`config.mk`:
```
export PLATFORM = sky130hd
export DESIGN_NAME = bitorder_stream
export DESIGN_NICKNAME = d
export VERILOG_FILES = /design/src/rtl/bitorder_stream.sv
export SDC_FILE = /design/constraint.sdc
export NUM_CORES = 1
export LEC_CHECK = 0
export ABC_AREA = 1
export BUFFER_PORTS_ARGS = -buffer_cell sky130_fd_sc_hd__buf_2
export CORE_ASPECT_RATIO = 1.2
export CORE_MARGIN = 2
export CORE_UTILIZATION = 40
export DETAILED_ROUTE_END_ITERATION = 16
export PLACE_DENSITY = 0.67
export SYNTH_ARGS = -nofsm -noshare
export SYNTH_HDL_FRONTEND = slang
export SYNTH_SLANG_ARGS = --single-unit
```
`constraint.sdc`:
```
create_clock -name clk -period 1.8 [get_ports clk]
set_clock_uncertainty 0.15 [all_clocks]
set_input_delay 0.36 -clock clk [delete_from_list [all_inputs] [get_ports clk]]
set_output_delay 0.36 -clock clk [all_outputs]
set_load 0.01 [all_outputs]
```
`src/rtl/bitorder_stream.sv`:
```
// bitorder_stream: regroups an LSB-first narrow beat stream into groups of
// WORD_BYTES bytes and re-emits each group with a selectable lane/byte order.
// Two ping-pong buffers give one beat per cycle of sustained throughput.
// Partial groups at frame end are discarded and flagged on drop.
module bitorder_stream #(
    parameter int DW         = 2,
    parameter int WORD_BYTES = 1
) (
    input  logic          clk,
    input  logic          rst,
    input  logic [1:0]    mode,
    input  logic          axiiv,
    input  logic [DW-1:0] axiid,
    output logic          axiov,
    output logic [DW-1:0] axiod,
    output logic          drop
);

    localparam int BPB   = 8 / DW;
    localparam int BEATS = BPB * WORD_BYTES;
    localparam int BW    = 8 * WORD_BYTES;
    localparam int IW    = (BEATS > 1) ? $clog2(BEATS) : 1;
    localparam int OW    = $clog2(BW);

    typedef enum logic [1:0] {
        B_IDLE,
        B_FILL,
        B_DRAIN
    } buf_state_t;

    typedef enum logic {
        FILL_A,
        FILL_B
    } sel_t;

    sel_t                   sel_q, sel_d;
    buf_state_t             bst_q [2];
    buf_state_t             bst_d [2];
    logic [1:0][BW-1:0]     buf_q;
    logic [IW-1:0]          i_q, j_q;
    logic [1:0]             frame_mode_q, grp_mode_q;
    logic                   in_frame_q;
    logic                   axiov_q, drop_q;
    logic [DW-1:0]          axiod_q;

    logic                   fs, ds;
    logic                   first_beat, last_in, swap;
    logic                   draining, drain_last;
    logic [1:0]             eff_mode;
    logic [OW-1:0]          wr_off, rd_off;
    logic [DW-1:0]          drain_beat;

    // Fill/drain control: which buffer does what, and when a group completes.
    always_comb begin
        fs         = (sel_q == FILL_B);
        ds         = ~fs;
        first_beat = axiiv && !in_frame_q;
        // The first beat of a frame already carries the new frame's mode.
        eff_mode   = first_beat ? mode : frame_mode_q;
        last_in    = (i_q == IW'(BEATS - 1));
        swap       = axiiv && last_in;
        draining   = (bst_q[ds] == B_DRAIN);
        drain_last = draining && (j_q == IW'(BEATS - 1));
        wr_off     = OW'(int'(i_q) * DW);
    end

    // Source slot of the current drain beat under the group's latched mode.
    always_comb begin
        int unsigned jb, jl, rb, rl;
        jb         = int'(j_q) / BPB;
        jl         = int'(j_q) % BPB;
        rb         = grp_mode_q[1] ? (WORD_BYTES - 1 - jb) : jb;
        rl         = grp_mode_q[0] ? (BPB - 1 - jl) : jl;
        rd_off     = OW'((rb * BPB + rl) * DW);
        drain_beat = buf_q[ds][rd_off +: DW];
    end

    // Buffer state machines and fill selector: next-state logic.
    always_comb begin
        // NOTE: every comb output gets a default first, so no path leaves a latch.
        sel_d = sel_q;
        bst_d = bst_q;
        if (drain_last) begin
            bst_d[ds] = B_IDLE;
        end
        // A swap may coincide with the old drain's last beat; the new roles win.
        if (swap) begin
            bst_d[fs] = B_DRAIN;
            bst_d[ds] = B_FILL;
            sel_d     = (sel_q == FILL_A) ? FILL_B : FILL_A;
        end
    end

    // State register, datapath and registered outputs.
    always_ff @(posedge clk) begin
        if (rst) begin
            // NOTE: the buffers are tiny and must read as zero after reset, so
            // unlike a RAM they are cleared with the rest of the state.
            sel_q        <= FILL_A;
            bst_q[0]     <= B_FILL;
            bst_q[1]     <= B_IDLE;
            buf_q        <= '0;
            i_q          <= '0;
            j_q          <= '0;
            frame_mode_q <= 2'b00;
            grp_mode_q   <= 2'b00;
            in_frame_q   <= 1'b0;
            axiov_q      <= 1'b0;
            axiod_q      <= '0;
            drop_q       <= 1'b0;
        end else begin
            // NOTE: non-blocking everywhere here so every read sees the
            // pre-edge value regardless of statement order.
            sel_q      <= sel_d;
            bst_q      <= bst_d;
            in_frame_q <= axiiv;
            drop_q     <= !axiiv && (i_q != '0);

            if (first_beat) begin
                frame_mode_q <= mode;
            end

            if (axiiv) begin
                buf_q[fs][wr_off +: DW] <= axiid;
                i_q <= last_in ? '0 : i_q + IW'(1);
            end else if (i_q != '0) begin
                // Frame ended mid-group: throw the partial group away.
                buf_q[fs] <= '0;
                i_q       <= '0;
            end

            if (swap) begin
                grp_mode_q <= eff_mode;
                j_q        <= '0;
            end else if (draining) begin
                j_q <= drain_last ? '0 : j_q + IW'(1);
            end

            axiov_q <= draining;
            axiod_q <= draining ? drain_beat : '0;
        end
    end

    // A fill completes no sooner than the previous drain, so a swap can only
    // land on an idle drain side or on the drain's final beat.
    always_ff @(posedge clk) begin
        if (!rst && swap) begin
            assert (!draining || drain_last);
        end
    end

    assign axiov = axiov_q;
    assign axiod = axiod_q;
    assign drop  = drop_q;

endmodule

```
======== After elaboration in Yosys (flattened, before gate mapping) ========
Index checks and enable logic that the tools add are counted.
storage, ports and cells
  output and inout port bits .............. 4
  input bits .............................. 7
  word-level logic and storage cells ...... 82
  register bits ........................... 33
operators by class
  reductions and logical operators ........ 13
  multiplexer cells ....................... 25
  shift operators ......................... 3
  $add $sub $neg .......................... 4
  equality and inequality tests ........... 3
  magnitude comparators ................... 7
  bitwise operators ....................... 14
operators by type and width
  operator                                                                number
  16-bit 2-to-1 mux                                                       2
  8-bit 2-to-1 mux                                                        4
  2-bit 2-to-1 mux                                                        11
  16-bit bitwise AND                                                      1
  16-bit bitwise mux                                                      1
  8-bit demux with 1-bit select                                           2
  16-bit inverter                                                         1
  4-bit 2-to-1 mux                                                        2
  2-bit by 5-bit variable shift with 8-bit output (first input constant)  1
  2-bit by 5-bit variable part select with 8-bit output                   1
  8-bit by 4-bit variable part select with 2-bit output                   1
  1-bit logical AND                                                       7
  2-bit equality test (second input constant)                             3
  3-bit negator with 5-bit output                                         1
  2-bit by 1-bit adder with 2-bit output (second input constant)          2
  2-bit bitwise AND                                                       2
  4-bit bitwise AND                                                       1
  2-bit demux with 1-bit select                                           2
  2-bit >= comparator (second input constant)                             2
  1-bit by 2-bit < comparator with 1-bit output (second input constant)   2
  2-bit by 1-bit < comparator with 1-bit output (second input constant)   2
  1-bit inverter with 2-bit output                                        2
  2-bit inverter                                                          2
  4-bit inverter                                                          1
  8 further kinds                                                         13

======== Depth between registers and ports, before layout ========
  depth in word-level cells ............... 12
  gate-level depth with buffers ........... 9

======== Least setup slack after synthesis ========
Ideal clock, no wire load.
  path type ............................... reg-to-reg
  from .................................... register i_q[0]
  to ...................................... register buf_q[8] (netlist name)
  data arrival time ....................... 1.380 ns
  required time ........................... 1.533 ns
  buffers on the path ..................... 1
  setup slack ............................. 0.153 ns
  cell stages (with the launch flop) ...... 10
  period minus slack after synthesis ...... 1.647 ns
  cell sequence ........................... dfxtp_1 > inv_1 > ha_1 > buf_2 > nor2_1 > inv_1 > nand2_1 > nand2_1 > a21oi_1 > nor2_1
between the ends
  longest elaborated chain between the ends .. 6
RTL lines
  item                                             RTL line  RTL
  from (decl)                                      40        logic [IW-1:0] i_q, j_q;
  from (signal assigned)                           125       i_q <= last_in ? '0 : i_q + IW'(1);
  3-bit negator with 5-bit output                  124       buf_q[fs][wr_off +: DW] <= axiid;
  2-bit by 5-bit variable shift with 8-bit output  124
  8-bit 2-to-1 mux (implied by the code)           124
  8-bit demux with 1-bit select                    124
  16-bit bitwise mux                               124
  16-bit 2-to-1 mux                                123       if (axiiv) begin
  to (signal, indexed assignment)                  124
  to (decl)                                        39        logic [1:0][BW-1:0] buf_q;
Parallel ways exist; a longest one is shown, timed or not.
A chain may end at the register's enable or synchronous reset.

======== Worst setup path after layout ========
  from .................................... register i_q[1]
  to ...................................... register buf_q[13] (netlist name)
The elaborated chain is that of the path after synthesis.

==> results.md <==
* Most common cell in the netlist: nand2_1
* Antenna cells at 0
* Wire length per cell at 11.1 um
* Syn nets at 256
* Post-synth EDFFs at 0
* Worst setup EP type: register
* Pwr/cell area at 814 nW/um^2
* Final Wtd Congestion at 0.928
* Crit path DAT at 1680 ps
* Fin util at 0.465
* Nets@finish at 272
* CTS Buf Count at 5
* Clk Latency, worst-skew pair at 290 ps
* Fin crit period at 1610 ps
* Antenna Nets Post-Route at 0
* Avg Cell Area, Syn at 6.61 um^2
* Fmax at 0.622 GHz
* Clock Tree Buf Depth at 2
* Leading area contributor after synthesis: dfxtp_1
* Layout area overhead at 13.3%
* Clock slew at reported path FFs at 60 ps
* Hpwl dp at 2660 um
* Die Area at 4540 um^2
* TritonCTS Sinks at 32
* Async S/R FF share, synth at 0
* Synth top area share at 0.399
* Vias/cell at 4.84
* Post-route DRC at 0
* Port buffer count at 9
* Post_cts resized at 0
* Filler instances at 407
* Overflow after GRT at 0
* First-pass GRT wire length at 6180 um
* Cell count after placement at 306
* Initial antenna violation count at 0
* Final Hold Fails at 0
* Post-synth top cells: nand2_1 (81), dfxtp_1 (32), inv_1 (25)
* Max VDD drop at 0.411 mV
* Row cnt at 25
* HP Class: in -> reg
* Status: finished clean
* Final-report setup violation count at 0
* WS Path Type: reg -> reg
* Setup TNS at 0 ps
* Fin Hold WS at 270 ps
* Post CTS Setup Buffer Count at 0
* Clk root buf: clkbuf_8
* RSZ-0062 raised after global routing: no
* Largest net degree at the start of global routing at 14
* Post-synthesis register bit count at 32
* Die X at 61.8 um
* Leakage power at 0.881 nW
* Overall Global Routing Usage at 0.185
* Worst Tran Pin Value at 386 ps
* H-Tree Depth at 2
* Syn Inst Count at 243
* Worst rel slew slack at 0.743
* Starting Density at 0.411
* CTS tree: built
* Main synth FF type: dfxtp_1
* Worst Path Required at 1870 ps
* Max-cap violations at 0
* Storage element area at 641 um^2
* Core ar. at 3910 um^2
* Final Max Tran Viols at 0
* Vias in the first global route at 1452
* Max FO, Critical Path at 6
* Yosys warnings at 0
* First-pass iteration count of the detailed router at 4
* Mapped Area at 1610 um^2
* Final cell count without fillers at 314
* Initial drt markers at 93
* Height of the die at 73.4 um
* Post-CTS Hold Buffers at 0
* Final period utilization at 0.894
* Synth area leaders: dfxtp_1 (40%), nand2_1 (19%), a21oi_1 (7.5%), nand3_1 (6.2%), inv_1 (5.8%)
* Area occupied by multi-input gates at 823 um^2
* Via count at 1521
* Total Wirelength at 3490 um
* Critical Path Source Type: register
* Reg2reg setup slack at 190 ps
* Share of post-route cells with drive strength above 1 at 0.108
* I/O pin total at 11
* Post-synth cell types at 21
* Sequential fraction of the synthesis area at 0.399
## final timing paths
check | from | to | cells after the start
max reg2reg | i_q[1] | buf_q[13] | 6
max | i_q[1] | buf_q[13] | 6
min | axiiv | drop | 2
min reg2reg | register | register | 2
## metal layers
layer  share of wire  up-vias  global-route usage
li1                -      807                   -
met1            0.47      674               0.226
met2            0.45       30               0.283
met3           0.040       10              0.0599
met4           0.034        0              0.0993
met5               0        -                   0
## final cells by class
class,instances,share of cell area
Clock buffer,6,0.0454
Clock inverter,2,0.00550
Inverter,28,0.0578
Multi-Input combinational cell,177,0.453
Sequential cell,32,0.352
Tap cell,54,0.0371
Timing Repair Buffer,15,0.0495
## report_power, final
part | switching, mW | total (mW) | internal, mW
clock | 0.266 | 0.571 | 0.305
combinational | 0.112 | 0.169 | 0.0571
sequential | 0.0117 | 0.741 | 0.729
## stage by stage
stage	setup slack [ps]	power [mW]	area, um^2
global placement	180	0.923	1730
finish	191	1.48	1820
floorplan	153	0.876	1610
detailed placement	177	0.924	1730
global route	1.01	1.56	1820
CTS	159	1.50	1820
## critical path, stage by stage (launching register included)
cell and delay [ps]:
dfxtp_1 360, inv_1 90, ha_1 390, nand3_1 120
nor3_1 240, nand2_1 80, a21oi_1 120
## layout by cell type, fill, tap and decap left out, drive strengths merged
cell    instances
nand2          82
dfxtp          32
inv            28
a21oi          24
nor2           23
nand3          20
buf            15
o21ai          10
nor3            7
ha              6
clkbuf          6
clkinv          2
o31ai           1
o21bai          1
a22oi           1
xnor2           1
o211ai          1
## cell families after synthesis
| kind of cell | synth area share |
|---|---|
| flops | 0.399 |
| buf+inv | 0.0881 |
| xor+xnor | 0.00546 |
| compound gates | 0.125 |
| simple gates | 0.336 |
| fa+ha+maj | 0.0468 |
(Power assumes the default switching activity.)
